$ cat src/rtl/cc_unit.sv
// Condition-code producer (two-stage LD_CC pipeline) and branch-evaluation
// responder with a req/ack handshake that stalls until pending CC updates retire.
module cc_unit #(
   parameter int unsigned DATA_W = 16,
   localparam int unsigned CC_W  = 3
) (
   input  logic              Clk,
   input  logic              Reset,
   input  logic              LD_CC,
   input  logic [DATA_W-1:0] Bus,
   input  logic              Eval_Req,
   input  logic [CC_W-1:0]   IR_NZP,
   output logic [CC_W-1:0]   CC,
   output logic              CC_Valid,
   output logic              Eval_Ack,
   output logic              BEN,
   output logic              Busy
);

   localparam logic [CC_W-1:0] CC_N = CC_W'(3'b100);
   localparam logic [CC_W-1:0] CC_Z = CC_W'(3'b010);
   localparam logic [CC_W-1:0] CC_P = CC_W'(3'b001);

   typedef enum logic [1:0] {
      S_IDLE = 2'd0,
      S_WAIT = 2'd1,
      S_RESP = 2'd2
   } state_t;

   logic [DATA_W-1:0] r_data;
   logic              r_pend;
   logic              r_cc_valid;
   logic [CC_W-1:0]   r_cc;
   logic [CC_W-1:0]   r_nzp;
   logic              r_ben;
   logic              r_ack;
   logic              r_busy;
   state_t            r_state;

   logic [CC_W-1:0]   w_cc_dec;
   logic [CC_W-1:0]   w_nzp_nxt;
   logic              w_ben_nxt;
   state_t            w_state_nxt;

   // Stage A: capture the bus; pend marks a value not yet decoded into CC
   always_ff @(posedge Clk) begin
      if (Reset) begin
         r_data     <= '0;
         r_pend     <= 1'b0;
         r_cc_valid <= 1'b1;
      end else begin
         if (LD_CC) begin
            r_data <= Bus;
         end
         r_pend     <= LD_CC;
         r_cc_valid <= ~LD_CC;
      end
   end

   always_comb begin
      w_cc_dec = CC_P;
      if (r_data[DATA_W-1]) begin
         w_cc_dec = CC_N;
      end else if (r_data == '0) begin
         w_cc_dec = CC_Z;
      end
   end

   // Stage B: retire the pending value into the condition codes
   always_ff @(posedge Clk) begin
      if (Reset) begin
         r_cc <= CC_Z;
      end else if (r_pend) begin
         r_cc <= w_cc_dec;
      end
   end

   always_ff @(posedge Clk) begin
      if (Reset) begin
         r_state <= S_IDLE;
         r_nzp   <= '0;
         r_ben   <= 1'b0;
         r_ack   <= 1'b0;
         r_busy  <= 1'b0;
      end else begin
         r_state <= w_state_nxt;
         r_nzp   <= w_nzp_nxt;
         r_ben   <= w_ben_nxt;
         r_ack   <= (w_state_nxt == S_RESP);
         r_busy  <= (w_state_nxt != S_IDLE);
      end
   end

   // The response is only allowed once no update is pending or arriving,
   // so BEN always sees the CC of the latest LD_CC.
   always_comb begin
      w_state_nxt = r_state;
      w_nzp_nxt   = r_nzp;
      w_ben_nxt   = r_ben;
      case (r_state)
         S_IDLE: begin
            if (Eval_Req) begin
               w_nzp_nxt = IR_NZP;
               if (!r_pend && !LD_CC) begin
                  w_state_nxt = S_RESP;
                  w_ben_nxt   = |(IR_NZP & r_cc);
               end else begin
                  w_state_nxt = S_WAIT;
               end
            end
         end
         S_WAIT: begin
            if (!r_pend && !LD_CC) begin
               w_state_nxt = S_RESP;
               w_ben_nxt   = |(r_nzp & r_cc);
            end
         end
         S_RESP: begin
            w_state_nxt = S_IDLE;
         end
         default: begin
            w_state_nxt = S_IDLE;
         end
      endcase
   end

   assign CC       = r_cc;
   assign CC_Valid = r_cc_valid;
   assign Eval_Ack = r_ack;
   assign BEN      = r_ben;
   assign Busy     = r_busy;

endmodule

$ cat config.mk
export PLATFORM = sky130hd
export DESIGN_NAME = cc_unit
export DESIGN_NICKNAME = d
export VERILOG_FILES = /design/src/rtl/cc_unit.sv
export SDC_FILE = /design/constraint.sdc
export NUM_CORES = 1
export LEC_CHECK = 0
export ABC_AREA = 1
export BUFFER_PORTS_ARGS = -buffer_cell sky130_fd_sc_hd__buf_2
export CAP_MARGIN = 5
export CORE_ASPECT_RATIO = 0.8
export CORE_UTILIZATION = 43
export CTS_BUF_LIST = sky130_fd_sc_hd__clkbuf_4 sky130_fd_sc_hd__clkbuf_8
export DETAILED_ROUTE_END_ITERATION = 7
export HOLD_SLACK_MARGIN = 0.05
export MAX_ROUTING_LAYER = met4
export PLACE_DENSITY_LB_ADDON = 0.12
export SYNTH_ARGS = -nofsm -noshare
export SYNTH_HDL_FRONTEND = slang
export SYNTH_SLANG_ARGS = --single-unit
$ cat constraint.sdc
create_clock -name Clk -period 1.71 [get_ports Clk]
set_input_delay 0.171 -clock Clk [delete_from_list [all_inputs] [get_ports Clk]]
set_output_delay 0.171 -clock Clk [all_outputs]
set_load 0.005 [all_outputs]
==> report_table.html, run 1 <==
<table>
<tr><th>Metric</th><th>Value</th></tr>
<tr><th colspan="2">GRT</th></tr>
<tr><td>M3 GR Usage</td><td>8.11%</td></tr>
<tr><td>Via count of the first global-routing pass</td><td>899</td></tr>
<tr><td>Wire length of the first global-routing pass</td><td>3660 microns</td></tr>
<tr><td>Met2 Resource Use GR</td><td>28.8%</td></tr>
<tr><td>Residual overflow from global routing</td><td>0</td></tr>
<tr><td>Maximum number of pins on one net before global-route repair</td><td>21</td></tr>
<tr><td>All-Layer GR Usage</td><td>19.0%</td></tr>
<tr><td>Antenna violations before repair</td><td>0</td></tr>
<tr><td>GR met1 Demand/Resource</td><td>22.2%</td></tr>
<tr><td>Most Used Layer, Global Route</td><td>met2</td></tr>
<tr><th colspan="2">Synth</th></tr>
<tr><td>Portion of synthesized cell area occupied by the leading cell type</td><td>51.4%</td></tr>
<tr><td>Avg Synthesized Cell Area</td><td>7.58 sq um</td></tr>
<tr><td>Seq/Total Area, Yosys</td><td>51.4%</td></tr>
<tr><td>Syn nets</td><td>172</td></tr>
<tr><td>Number of distinct library cell variants in the gate-level netlist after synthesis</td><td>21</td></tr>
<tr><td>Total standard cell area after synthesis</td><td>1130 sq um</td></tr>
<tr><td>Cell taking the most area after synthesis</td><td>sky130_fd_sc_hd__dfxtp_1</td></tr>
<tr><td>Synth top area cells</td><td>sky130_fd_sc_hd__dfxtp_1 51%, sky130_fd_sc_hd__nand2_1 17%, sky130_fd_sc_hd__nand3_1 7.5%</td></tr>
<tr><td>#FFs+latches synth</td><td>29</td></tr>
<tr><td>Yosys warning count</td><td>0</td></tr>
<tr><td>Number of instances in the synthesized netlist</td><td>149</td></tr>
<tr><th colspan="2">Clocking</th></tr>
<tr><td>Clock tree from TritonCTS</td><td>done</td></tr>
<tr><td>CTS max path bufs</td><td>2</td></tr>
<tr><td>Later-pin clock latency in the skew report</td><td>0.32 ns</td></tr>
<tr><td>CTS H-tree lvls</td><td>2</td></tr>
<tr><td>Post-CTS sizing</td><td>0</td></tr>
<tr><td>Root buffer selected by CTS</td><td>sky130_fd_sc_hd__clkbuf_4</td></tr>
<tr><td>Num Clock Sinks</td><td>29</td></tr>
<tr><td>Num CTS Buffers</td><td>5</td></tr>
<tr><td>Clock transition at the register clock pins on the worst setup and hold paths after CTS</td><td>0.09 ns</td></tr>
<tr><th colspan="2">Setup path</th></tr>
<tr><td>Buf+Inv Stages, Crit Path</td><td>1</td></tr>
<tr><td>Critical Path Max Stage Delay</td><td>0.40 ns</td></tr>
<tr><td>Maximum net fanout on the critical path</td><td>4</td></tr>
<tr><td>Data arrival time at the worst-slack endpoint</td><td>0.86 ns</td></tr>
<tr><td>CP Capture Type</td><td>output port</td></tr>
<tr><td>Worst setup path category</td><td>reg2out</td></tr>
<tr><td>Critical path, cell by cell</td><td>buf_2</td></tr>
<tr><td>Critical path data required time</td><td>1.54 ns</td></tr>
<tr><td>CP max stage cell</td><td>sky130_fd_sc_hd__dfxtp_1</td></tr>
<tr><td>Nature of the critical path startpoint</td><td>register</td></tr>
<tr><td>Dominant delay contributor by cell family on the critical path</td><td>flip-flops</td></tr>
<tr><th colspan="2">Timing</th></tr>
<tr><td>Slew headroom</td><td>77.7%</td></tr>
<tr><td>Largest clock skew in the final design</td><td>0.00424 ns</td></tr>
<tr><td>Fraction of the cycle the final worst path needs</td><td>60.3%</td></tr>
<tr><td>Pins over their slew limit</td><td>0</td></tr>
<tr><td>Worst Tran Pin Value</td><td>0.334 ns</td></tr>
<tr><td>Final-report hold violation count</td><td>0</td></tr>
<tr><td>Slack of the critical path</td><td>0.679 ns</td></tr>
<tr><td>Setup TNS</td><td>0 ns</td></tr>
<tr><td>Crit path time final</td><td>1.03 ns</td></tr>
<tr><td>Final setup viols</td><td>0</td></tr>
<tr><td>RSZ-0062 raised after global routing</td><td>no</td></tr>
<tr><td>Achievable clock frequency</td><td>0.969 GHz</td></tr>
<tr><th colspan="2">Placement</th></tr>
<tr><td>Count of port buffers added during placement</td><td>29</td></tr>
<tr><td>DP Wirelength</td><td>1580 microns</td></tr>
<tr><td>Placer's final routability congestion estimate</td><td>0.731</td></tr>
<tr><td>Post-placement setup slack</td><td>0.726 ns</td></tr>
<tr><th colspan="2">Die</th></tr>
<tr><td>Die Span Y</td><td>47.8 microns</td></tr>
<tr><td>Cell Rows</td><td>16</td></tr>
<tr><td>Core area</td><td>2460 sq um</td></tr>
<tr><td>I/O pin cnt</td><td>30</td></tr>
<tr><td>Starting density of the core</td><td>45.9%</td></tr>
<tr><td>Area enclosed by the die boundary</td><td>2840 sq um</td></tr>
<tr><td>Die width</td><td>59.3 microns</td></tr>
<tr><th colspan="2">Route</th></tr>
<tr><td>Total wirelength of the detailed-routed design</td><td>2310 microns</td></tr>
<tr><td>Mean routed wirelength per cell</td><td>9.91 microns</td></tr>
<tr><td>Routed Antenna Nets</td><td>0</td></tr>
<tr><td>First DRT Iteration DRCs</td><td>44</td></tr>
<tr><td>Vias per inst</td><td>4.54</td></tr>
<tr><td>Initial DRT Pass Iterations</td><td>4</td></tr>
<tr><td>Remaining design rule violation count</td><td>0</td></tr>
<tr><td>Overall via count from detail_route</td><td>1058</td></tr>
<tr><th colspan="2">Cells and area</th></tr>
<tr><td>Layout overhead on the synthesized area</td><td>33.7%</td></tr>
<tr><td>Ant. Diodes</td><td>0</td></tr>
<tr><td>Top library cells by usage in the layout, fill and taps aside</td><td>50 x sky130_fd_sc_hd__nand2_1, 29 x sky130_fd_sc_hd__dfxtp_1, 29 x sky130_fd_sc_hd__buf_2</td></tr>
<tr><td>Final net count</td><td>219</td></tr>
<tr><td>Most common library cell in the layout ignoring fill and taps</td><td>sky130_fd_sc_hd__nand2_1</td></tr>
<tr><td>Fraction of final layout cells sized beyond drive strength 1</td><td>23.4%</td></tr>
<tr><th colspan="2">Pwr</th></tr>
<tr><td>Switching portion of total power</td><td>25.1%</td></tr>
<tr><td>Power density normalized to cell area</td><td>921 nW/um^2</td></tr>
<tr><td>Total Power Consumption</td><td>1.39 mW</td></tr>
<tr><td>Combinational Power Share</td><td>12.7%</td></tr>
<tr><td>LEAKAGE</td><td>0.761 nW</td></tr>
<tr><td>Internal portion of total power</td><td>1.04 mW</td></tr>
<tr><td>Part of the total power dissipated in sequential elements</td><td>53.4%</td></tr>
<tr><td>Largest vdd supply drop</td><td>0.651 mV</td></tr>
<tr><td>Net Switching</td><td>349 uW</td></tr>
<tr><td>Clock share of power</td><td>33.8%</td></tr>
<tr><th colspan="2">Outcome</th></tr>
<tr><td>Outcome</td><td>finished, final reports clean</td></tr>
<tr><th colspan="2">Job</th></tr>
<tr><td>Max-cap violations</td><td>0</td></tr>
<tr><th colspan="2">Min path</th></tr>
<tr><td>Hold crit path type</td><td>in2reg</td></tr>
</table>
==> power groups by stage <==
| stage | clock network, mW | registers (mW) | logic, mW |
|---|---|---|---|
| finish | 0.471 | 0.743 | 0.177 |
| CTS | 0.485 | 0.743 | 0.178 |
| global route | 0.519 | 0.748 | 0.203 |
| detailed placement | 0 | 0.759 | 0.150 |
| floorplan | 0 | 0.754 | 0.101 |
| global placement | 0 | 0.758 | 0.146 |
==> Yosys cell counts (all sizes together) <==
master  number
a21oi        3
buf          5
dfxtp       29
inv         11
nand2       51
nand3       18
nand3b       1
nand4        1
nor2        23
nor3         2
nor4         1
o21ai        4
==> per-stage QoR <==
stage	utilization, %	std cells	instance area [sq um]	hold slack [ns]
2_1_floorplan	-	149	1130	0.274
3_3_place_gp	52.0	209	1280	0.358
3_5_place_dp	52.0	209	1280	0.361
4_1_cts	61.3	233	1510	0.0805
5_1_grt	61.3	233	1510	0.0938
6_report	61.3	233	1510	0.0934
==> logic make-up (layout without fill, tap and decap cells) <==
logic type	count (synthesis)	in the layout	share of synthesized area, %
simple gates	97	97	38.0
flops	29	29	51.4
buf+inv	16	64	7.20
compound gates	7	7	3.43
==> worst paths after layout <==
| path | startpoint | endpoint | slack, ns | cells after the start |
|---|---|---|---|---|
| max | CC[1] | CC[1] | 0.68 | 1 |
| min | IR_NZP[0] | r_nzp[0] | 0.09 | 3 |
| max reg2reg | r_state[0] | BEN | 0.72 | 5 |
| min reg2reg | BEN | BEN | 0.48 | 2 |
==> what timing repair did <==
action                    in CTS  in global routing
hold buffers                  16                  0
buffers inserted               0                  0
hold endpoints to repair      16                  0
==> worst register-to-register path: cells and delay by family (launching register included) <==
kind                   cells  cell delay [ns]
buffers and inverters      1             0.05
AOI/OAI and AO/OA          1             0.11
and+or+nand+nor            3             0.40
DFF                        1             0.39
==> metal layers <==
layer	routed length, microns	up-vias
met3	128	5
met1	1130	466
met2	1010	24
met4	42	0
met5	0	-
li1	-	563
==> layout make-up <==
cell class,count,area (sq um)
clock inverter,1,5.00
fill,240,952
inverter,11,41.3
tap,36,45.0
clock buffer,7,65.1
timing repair buffer,45,305
sequential,29,581
multi-input combinational,104,468
==> sequential cells by signal, indices dropped and copies added (netlist names) <==
| register | count |
|---|---|
| Busy | 1 |
| r_pend | 1 |
| CC_Valid | 1 |
| BEN | 1 |
| r_nzp | 3 |
| r_data | 16 |
| Eval_Ack | 1 |
| r_state | 2 |
| CC | 3 |
(Power assumes the default switching activity.)
==> run 2: changes to the inputs <==
==> constraint.sdc (replaced) <==
create_clock -name Clk -period 0.95 [get_ports Clk]
set_input_delay 0.095 -clock Clk [delete_from_list [all_inputs] [get_ports Clk]]
set_output_delay 0.095 -clock Clk [all_outputs]
set_load 0.005 [all_outputs]
==> run 2 against run 1 <==
Net effect: the run now ends with negative setup slack left; wire length increased by 7.0%; count of clock-buffer cells in the layout is the same; global-route usage rose by 1.7 points; cell count grew 3.4%; setup slack lost 0.69 ns; design area grew 7.2%; flip-flop and latch count is the same; total power is 79% higher.
==> report_table.html, run 2 (synthesized netlist as in run 1, its figures left out) <==
<table>
<tr><th>Metric</th><th>Value</th></tr>
<tr><th colspan="2">Die</th></tr>
<tr><td>Die width</td><td>59.3 microns</td></tr>
<tr><td>Die Span Y</td><td>47.8 microns</td></tr>
<tr><td>Area enclosed by the die boundary</td><td>2840 sq um</td></tr>
<tr><td>Core area</td><td>2460 sq um</td></tr>
<tr><td>Cell Rows</td><td>16</td></tr>
<tr><td>I/O pin cnt</td><td>30</td></tr>
<tr><td>Starting density of the core</td><td>45.9%</td></tr>
<tr><th colspan="2">GRT</th></tr>
<tr><td>Wire length of the first global-routing pass</td><td>4040 microns</td></tr>
<tr><td>Residual overflow from global routing</td><td>0</td></tr>
<tr><td>Maximum number of pins on one net before global-route repair</td><td>21</td></tr>
<tr><td>All-Layer GR Usage</td><td>20.8%</td></tr>
<tr><td>Antenna violations before repair</td><td>0</td></tr>
<tr><td>Via count of the first global-routing pass</td><td>986</td></tr>
<tr><th colspan="2">Setup path</th></tr>
<tr><td>Data arrival time at the worst-slack endpoint</td><td>1.16 ns</td></tr>
<tr><td>Reg2reg setup slack</td><td>-0.007 ns</td></tr>
<tr><td>Dominant delay contributor by cell family on the critical path</td><td>simple AND/OR/NAND/NOR gates</td></tr>
<tr><td>Critical path, cell by cell</td><td>nor2_1 -&gt; nand2_1 -&gt; nor2_2 -&gt; nand2_1 -&gt; nand2_1 -&gt; a21oi_1</td></tr>
<tr><td>Most common cell type on the critical path</td><td>sky130_fd_sc_hd__nand2_1</td></tr>
<tr><td>Crit Reg-Reg Startpoint</td><td>r_data[1]</td></tr>
<tr><td>Maximum net fanout on the critical path</td><td>2</td></tr>
<tr><td>Critical path data required time</td><td>1.16 ns</td></tr>
<tr><td>Worst setup path category</td><td>reg2reg</td></tr>
<tr><td>CP max stage cell</td><td>sky130_fd_sc_hd__dfxtp_1</td></tr>
<tr><td>Worst flop-to-flop path endpoint</td><td>CC[0]</td></tr>
<tr><td>Nature of the critical path startpoint</td><td>register</td></tr>
<tr><td>Length in cells of the worst reg-to-reg path</td><td>6</td></tr>
<tr><td>Buf+Inv Stages, Crit Path</td><td>0</td></tr>
<tr><td>Critical Path Max Stage Delay</td><td>0.32 ns</td></tr>
<tr><td>CP Capture Type</td><td>register</td></tr>
<tr><th colspan="2">Pwr</th></tr>
<tr><td>LEAKAGE</td><td>0.807 nW</td></tr>
<tr><td>Largest vdd supply drop</td><td>0.970 mV</td></tr>
<tr><td>Power density normalized to cell area</td><td>1540 nW/um^2</td></tr>
<tr><td>Total Power Consumption</td><td>2.49 mW</td></tr>
<tr><th colspan="2">Clocking</th></tr>
<tr><td>Clock tree from TritonCTS</td><td>done</td></tr>
<tr><td>Later-pin clock latency in the skew report</td><td>0.32 ns</td></tr>
<tr><td>Num CTS Buffers</td><td>5</td></tr>
<tr><td>Num Clock Sinks</td><td>29</td></tr>
<tr><td>Clock transition at the register clock pins on the worst setup and hold paths after CTS</td><td>0.08 ns</td></tr>
<tr><td>CTS max path bufs</td><td>2</td></tr>
<tr><td>CTS H-tree lvls</td><td>2</td></tr>
<tr><td>Root buffer selected by CTS</td><td>sky130_fd_sc_hd__clkbuf_4</td></tr>
<tr><th colspan="2">Cells and area</th></tr>
<tr><td>Layout overhead on the synthesized area</td><td>43.3%</td></tr>
<tr><td>Biggest register</td><td>r_data</td></tr>
<tr><td>Most common library cell in the layout ignoring fill and taps</td><td>sky130_fd_sc_hd__nand2_1</td></tr>
<tr><td>Fraction of final layout cells sized beyond drive strength 1</td><td>29.3%</td></tr>
<tr><td>Multi-input logic area</td><td>487 sq um</td></tr>
<tr><td>Area taken by flip-flops and latches</td><td>588 sq um</td></tr>
<tr><td>Flip-flop count of the largest register, all copies and words added</td><td>16</td></tr>
<tr><td>Total of fill cells in the finished design</td><td>234</td></tr>
<tr><td>Post-layout instance area</td><td>1620 sq um</td></tr>
<tr><td>Final net count</td><td>228</td></tr>
<tr><td>Top library cells by usage in the layout, fill and taps aside</td><td>50 x sky130_fd_sc_hd__nand2_1, 28 x sky130_fd_sc_hd__buf_2, 23 x sky130_fd_sc_hd__dfxtp_1</td></tr>
<tr><td>Ant. Diodes</td><td>0</td></tr>
<tr><th colspan="2">Outcome</th></tr>
<tr><td>Violations in the final reports</td><td>negative setup slack</td></tr>
<tr><td>Outcome</td><td>finished, violations left</td></tr>
<tr><th colspan="2">Route</th></tr>
<tr><td>Overall via count from detail_route</td><td>1085</td></tr>
<tr><td>First DRT Iteration DRCs</td><td>12</td></tr>
<tr><td>WL met3</td><td>106 microns</td></tr>
<tr><td>Total wirelength of the detailed-routed design</td><td>2470 microns</td></tr>
<tr><td>Metal-1 WL</td><td>1190 microns</td></tr>
<tr><td>Vias per inst</td><td>4.50</td></tr>
<tr><td>Mean routed wirelength per cell</td><td>10.3 microns</td></tr>
<tr><td>Highest metal layer with signal wires</td><td>met4</td></tr>
<tr><td>Initial DRT Pass Iterations</td><td>4</td></tr>
<tr><td>Met2 wirelength from detailed routing</td><td>1140 microns</td></tr>
<tr><td>Routed Antenna Nets</td><td>0</td></tr>
<tr><td>Remaining design rule violation count</td><td>0</td></tr>
<tr><th colspan="2">Timing</th></tr>
<tr><td>Final setup viols</td><td>1</td></tr>
<tr><td>RSZ-0062 raised after global routing</td><td>yes</td></tr>
<tr><td>Crit path time final</td><td>0.957 ns</td></tr>
<tr><td>Slew headroom</td><td>78.3%</td></tr>
<tr><td>Largest clock skew in the final design</td><td>0.00985 ns</td></tr>
<tr><td>Fraction of the cycle the final worst path needs</td><td>101%</td></tr>
<tr><td>Final-report hold violation count</td><td>0</td></tr>
<tr><td>Slack of the critical path</td><td>-0.00672 ns</td></tr>
<tr><td>Achievable clock frequency</td><td>1.05 GHz</td></tr>
<tr><td>Pins over their slew limit</td><td>0</td></tr>
<tr><td>Worst Tran Pin Value</td><td>0.325 ns</td></tr>
<tr><th colspan="2">Placement</th></tr>
<tr><td>Placer's final routability congestion estimate</td><td>0.768</td></tr>
<tr><td>Count of port buffers added during placement</td><td>29</td></tr>
<tr><td>Placed cell area</td><td>1320 sq um</td></tr>
<tr><td>DP Wirelength</td><td>1620 microns</td></tr>
<tr><td>Post-placement setup slack</td><td>0.00368 ns</td></tr>
<tr><th colspan="2">Min path</th></tr>
<tr><td>Cell depth of the worst hold path</td><td>2</td></tr>
<tr><td>Hold crit path type</td><td>in2reg</td></tr>
<tr><td>Hold_sp</td><td>Reset</td></tr>
<tr><td>Destination of the worst hold path</td><td>r_pend</td></tr>
<tr><th colspan="2">Job</th></tr>
<tr><td>Max-cap violations</td><td>0</td></tr>
</table>
[run 2: where the power goes]
part,switching (mW),internal [mW]
combinational,0.180,0.196
clock,0.393,0.377
sequential,0.0492,1.30
total,0.622,1.87
[run 2: final cells by class]
class	instances	area share, %
Clock buffer	7	3.63
Inverter	11	2.55
Multi-Input combinational cell	104	30.1
Sequential cell	29	36.3
Tap cell	36	2.78
Timing Repair Buffer	54	24.7
[run 2: worst max-delay path by stage]
stage	from	to	slack, ns	cells after the start
2_1_floorplan	r_state[1]	r_nzp[0]	0.09	4
3_3_place_gp	r_state[0]	BEN	0.02	5
3_5_place_dp	r_state[0]	BEN	0.004	5
4_1_cts	r_pend	BEN	-0.008	4
5_1_grt	r_data[1]	CC[0]	-0.04	6
6_report	r_data[1]	CC[0]	-0.007	6
[run 2: metal layers]
metal  up-vias  global-route usage (%)
met4         0                    9.05
met1       481                    23.2
met2        21                    33.5
li1        576                       -
met3         7                    8.11
met5         -                       -
[run 2: timing repair]
item	CTS	global route
hold buffers	19	0
pin swaps	1	4
endpoints found under the hold margin	19	0
buffers inserted	0	2
gates cloned	0	0
gates resized for setup	4	8
setup endpoints to repair	4	8
[run 2: per-stage QoR]
| step | hold WS, ns | instances | utilization, % | setup TNS, ns |
|---|---|---|---|---|
| after floorplan | 0.198 | 149 | - | 0 |
| after global placement | 0.282 | 213 | 53.7 | 0 |
| after detailed placement | 0.288 | 213 | 53.7 | 0 |
| after CTS | 0.0750 | 239 | 64.1 | -0.00821 |
| after global routing | 0.0726 | 241 | 65.8 | -0.148 |
| final | 0.0783 | 241 | 65.8 | -0.00672 |
==> run 3: changes to the inputs <==
--- a/config.mk
+++ b/config.mk
@@ -9,12 +9,12 @@
 export BUFFER_PORTS_ARGS = -buffer_cell sky130_fd_sc_hd__buf_2
 export CAP_MARGIN = 5
 export CORE_ASPECT_RATIO = 0.8
-export CORE_UTILIZATION = 43
+export CORE_UTILIZATION = 45
 export CTS_BUF_LIST = sky130_fd_sc_hd__clkbuf_4 sky130_fd_sc_hd__clkbuf_8
 export DETAILED_ROUTE_END_ITERATION = 7
 export HOLD_SLACK_MARGIN = 0.05
-export MAX_ROUTING_LAYER = met4
 export PLACE_DENSITY_LB_ADDON = 0.12
+export RECOVER_POWER = 25
 export SYNTH_ARGS = -nofsm -noshare
 export SYNTH_HDL_FRONTEND = slang
 export SYNTH_SLANG_ARGS = --single-unit
==> run 3 against run 2 <==
Net effect: the flow finishes with violations (design-rule violations); combinational power is 4% lower; critical path type unchanged; sequential power hardly changed; critical path depth fell by 1; register-to-register slack better by 0.02 ns; flip-flop and latch count unchanged; via count is essentially flat.
==> report_table.html, run 3 (synthesized netlist as in run 1, its figures left out) <==
<table>
<tr><th>Metric</th><th>Value</th></tr>
<tr><th colspan="2">Timing</th></tr>
<tr><td>Tightest hold margin</td><td>0.0997 ns</td></tr>
<tr><td>Crit path time final</td><td>0.932 ns</td></tr>
<tr><td>Final setup viols</td><td>0</td></tr>
<tr><td>Fraction of the cycle the final worst path needs</td><td>98.1%</td></tr>
<tr><td>Final-report hold violation count</td><td>0</td></tr>
<tr><td>Pins over their slew limit</td><td>0</td></tr>
<tr><td>Largest clock skew in the final design</td><td>0.00779 ns</td></tr>
<tr><td>Setup TNS</td><td>0 ns</td></tr>
<tr><td>Achievable clock frequency</td><td>1.07 GHz</td></tr>
<tr><td>RSZ-0062 raised after global routing</td><td>yes</td></tr>
<tr><td>Worst Tran Pin Value</td><td>0.632 ns</td></tr>
<tr><td>Slew headroom</td><td>57.8%</td></tr>
<tr><th colspan="2">GRT</th></tr>
<tr><td>Antenna violations before repair</td><td>0</td></tr>
<tr><td>Residual overflow from global routing</td><td>0</td></tr>
<tr><td>Via count of the first global-routing pass</td><td>1021</td></tr>
<tr><td>All-Layer GR Usage</td><td>21.0%</td></tr>
<tr><td>Wire length of the first global-routing pass</td><td>4080 microns</td></tr>
<tr><td>Maximum number of pins on one net before global-route repair</td><td>21</td></tr>
<tr><th colspan="2">Outcome</th></tr>
<tr><td>Violations in the final reports</td><td>design-rule violations</td></tr>
<tr><td>Outcome</td><td>finished, violations left</td></tr>
<tr><th colspan="2">Die</th></tr>
<tr><td>Starting density of the core</td><td>50.2%</td></tr>
<tr><td>Die width</td><td>58.0 microns</td></tr>
<tr><td>Cell Rows</td><td>15</td></tr>
<tr><td>I/O pin cnt</td><td>30</td></tr>
<tr><td>Area enclosed by the die boundary</td><td>2720 sq um</td></tr>
<tr><td>Core area</td><td>2250 sq um</td></tr>
<tr><td>Die Span Y</td><td>46.8 microns</td></tr>
<tr><th colspan="2">Route</th></tr>
<tr><td>Vias per inst</td><td>4.71</td></tr>
<tr><td>Routed Antenna Nets</td><td>0</td></tr>
<tr><td>First DRT Iteration DRCs</td><td>69</td></tr>
<tr><td>Remaining design rule violation count</td><td>1</td></tr>
<tr><td>Overall via count from detail_route</td><td>1084</td></tr>
<tr><td>Total wirelength of the detailed-routed design</td><td>2470 microns</td></tr>
<tr><td>Mean routed wirelength per cell</td><td>10.7 microns</td></tr>
<tr><td>Initial DRT Pass Iterations</td><td>6</td></tr>
<tr><th colspan="2">Setup path</th></tr>
<tr><td>Critical Path Max Stage Delay</td><td>0.39 ns</td></tr>
<tr><td>Critical path data required time</td><td>1.22 ns</td></tr>
<tr><td>Nature of the critical path startpoint</td><td>register</td></tr>
<tr><td>CP max stage cell</td><td>sky130_fd_sc_hd__dfxtp_2</td></tr>
<tr><td>Crit Reg-Reg Startpoint</td><td>r_state[0]</td></tr>
<tr><td>Data arrival time at the worst-slack endpoint</td><td>1.21 ns</td></tr>
<tr><td>Worst setup path category</td><td>reg2reg</td></tr>
<tr><td>CP Capture Type</td><td>register</td></tr>
<tr><td>Critical Path Start</td><td>r_state[0]</td></tr>
<tr><td>Critical path, cell by cell</td><td>inv_2 -&gt; nand2_2 -&gt; nand3_2 -&gt; nand3b_1 -&gt; a21oi_2</td></tr>
<tr><td>Maximum net fanout on the critical path</td><td>3</td></tr>
<tr><th colspan="2">Clocking</th></tr>
<tr><td>Num CTS Buffers</td><td>5</td></tr>
<tr><td>CTS H-tree lvls</td><td>2</td></tr>
<tr><td>Later-pin clock latency in the skew report</td><td>0.33 ns</td></tr>
<tr><td>CTS max path bufs</td><td>2</td></tr>
<tr><td>Clock transition at the register clock pins on the worst setup and hold paths after CTS</td><td>0.09 ns</td></tr>
<tr><td>Root buffer selected by CTS</td><td>sky130_fd_sc_hd__clkbuf_4</td></tr>
<tr><td>Num Clock Sinks</td><td>29</td></tr>
<tr><td>Clock tree from TritonCTS</td><td>done</td></tr>
<tr><th colspan="2">Placement</th></tr>
<tr><td>Placer's final routability congestion estimate</td><td>0.729</td></tr>
<tr><td>DP Wirelength</td><td>1650 microns</td></tr>
<tr><td>Count of port buffers added during placement</td><td>29</td></tr>
<tr><th colspan="2">Cells and area</th></tr>
<tr><td>Biggest register</td><td>r_data</td></tr>
<tr><td>Top library cells by usage in the layout, fill and taps aside</td><td>49 x sky130_fd_sc_hd__nand2_1, 27 x sky130_fd_sc_hd__buf_2, 24 x sky130_fd_sc_hd__dfxtp_1</td></tr>
<tr><td>Layout overhead on the synthesized area</td><td>41.4%</td></tr>
<tr><td>Flip-flop count of the largest register, all copies and words added</td><td>16</td></tr>
<tr><td>Most common library cell in the layout ignoring fill and taps</td><td>sky130_fd_sc_hd__nand2_1</td></tr>
<tr><td>Final net count</td><td>227</td></tr>
<tr><td>Fraction of final layout cells sized beyond drive strength 1</td><td>29.3%</td></tr>
<tr><td>Ant. Diodes</td><td>0</td></tr>
<tr><td>Total of fill cells in the finished design</td><td>191</td></tr>
<tr><th colspan="2">Pwr</th></tr>
<tr><td>Largest vdd supply drop</td><td>0.937 mV</td></tr>
<tr><td>Total Power Consumption</td><td>2.55 mW</td></tr>
<tr><td>Power density normalized to cell area</td><td>1600 nW/um^2</td></tr>
<tr><td>LEAKAGE</td><td>0.793 nW</td></tr>
<tr><th colspan="2">Min path</th></tr>
<tr><td>Hold crit path type</td><td>in2reg</td></tr>
<tr><td>Hold_sp</td><td>LD_CC</td></tr>
<tr><th colspan="2">Job</th></tr>
<tr><td>Max-cap violations</td><td>0</td></tr>
</table>
==> run 3: changes by cell type in the layout (fill, tap and decap cells not counted), sizes merged <==
cell,before,now
clkinv,0,1
clkbuf,7,8
dlygate4sd3,19,20
buf,35,32
==> run 3: power breakdown <==
part | total [mW] | switching (mW) | internal, mW | leakage [nW]
Clock | 0.847 | 0.419 | 0.428 | 0.0413
Combinational | 0.363 | 0.173 | 0.190 | 0.511
Sequential | 1.34 | 0.0480 | 1.29 | 0.241
Total | 2.55 | 0.640 | 1.91 | 0.793
==> run 3: metrics by stage <==
stage / setup WS, ns / instance area, sq um / utilization (%) / std cells
after floorplan: 0.0909 / 1130 / - / 149
after global placement: 0.00331 / 1310 / 58.1 / 202
after detailed placement: -0.0589 / 1310 / 58.1 / 202
after CTS: 0.0116 / 1600 / 70.9 / 230
after global routing: -0.0509 / 1600 / 70.9 / 230
final: 0.0180 / 1600 / 70.9 / 230
==> run 3: repair_timing <==
action	CTS	global route
hold endpoints to repair	20	0
hold buffers	20	0
setup endpoints to repair	7	6
pin swaps	1	2
gates resized for setup	7	7
buffers inserted	1	0
==> run 3: worst paths after layout <==
path	to	slack, ns	cells after the start
worst max-delay path	BEN	0.02	5
worst min-delay path	r_state[0]	0.1	3
worst max register to register	BEN	0.02	5
worst min register to register	r_state[0]	0.46	1
==> run 3: area by class of cell <==
cell class	count	area, sq um	share of cell area (%)
flip-flops and latches	29	589	36.9
multi-input cells	104	473	29.6
repair buffers	53	393	24.6
clock buffers	7	65.1	4.07
inverters	11	41.3	2.58
well taps	25	31.3	1.96
clock inverters	1	5.00	0.313
==> run 3: layer usage <==
layer	track usage [%]	part of all wire (%)
met2	34.3	45
met4	14.3	2.5
met1	24.7	47
met5	0	0
met3	6.06	4.8
==> run 3: worst max-delay path, delay by kind of cell (launching register included) <==
family                 cells  cell delay [ns]
flip-flops                 1             0.39
AND/OR/NAND/NOR            3             0.31
AO/OA/AOI/OAI              1             0.12
buffers and inverters      1             0.05
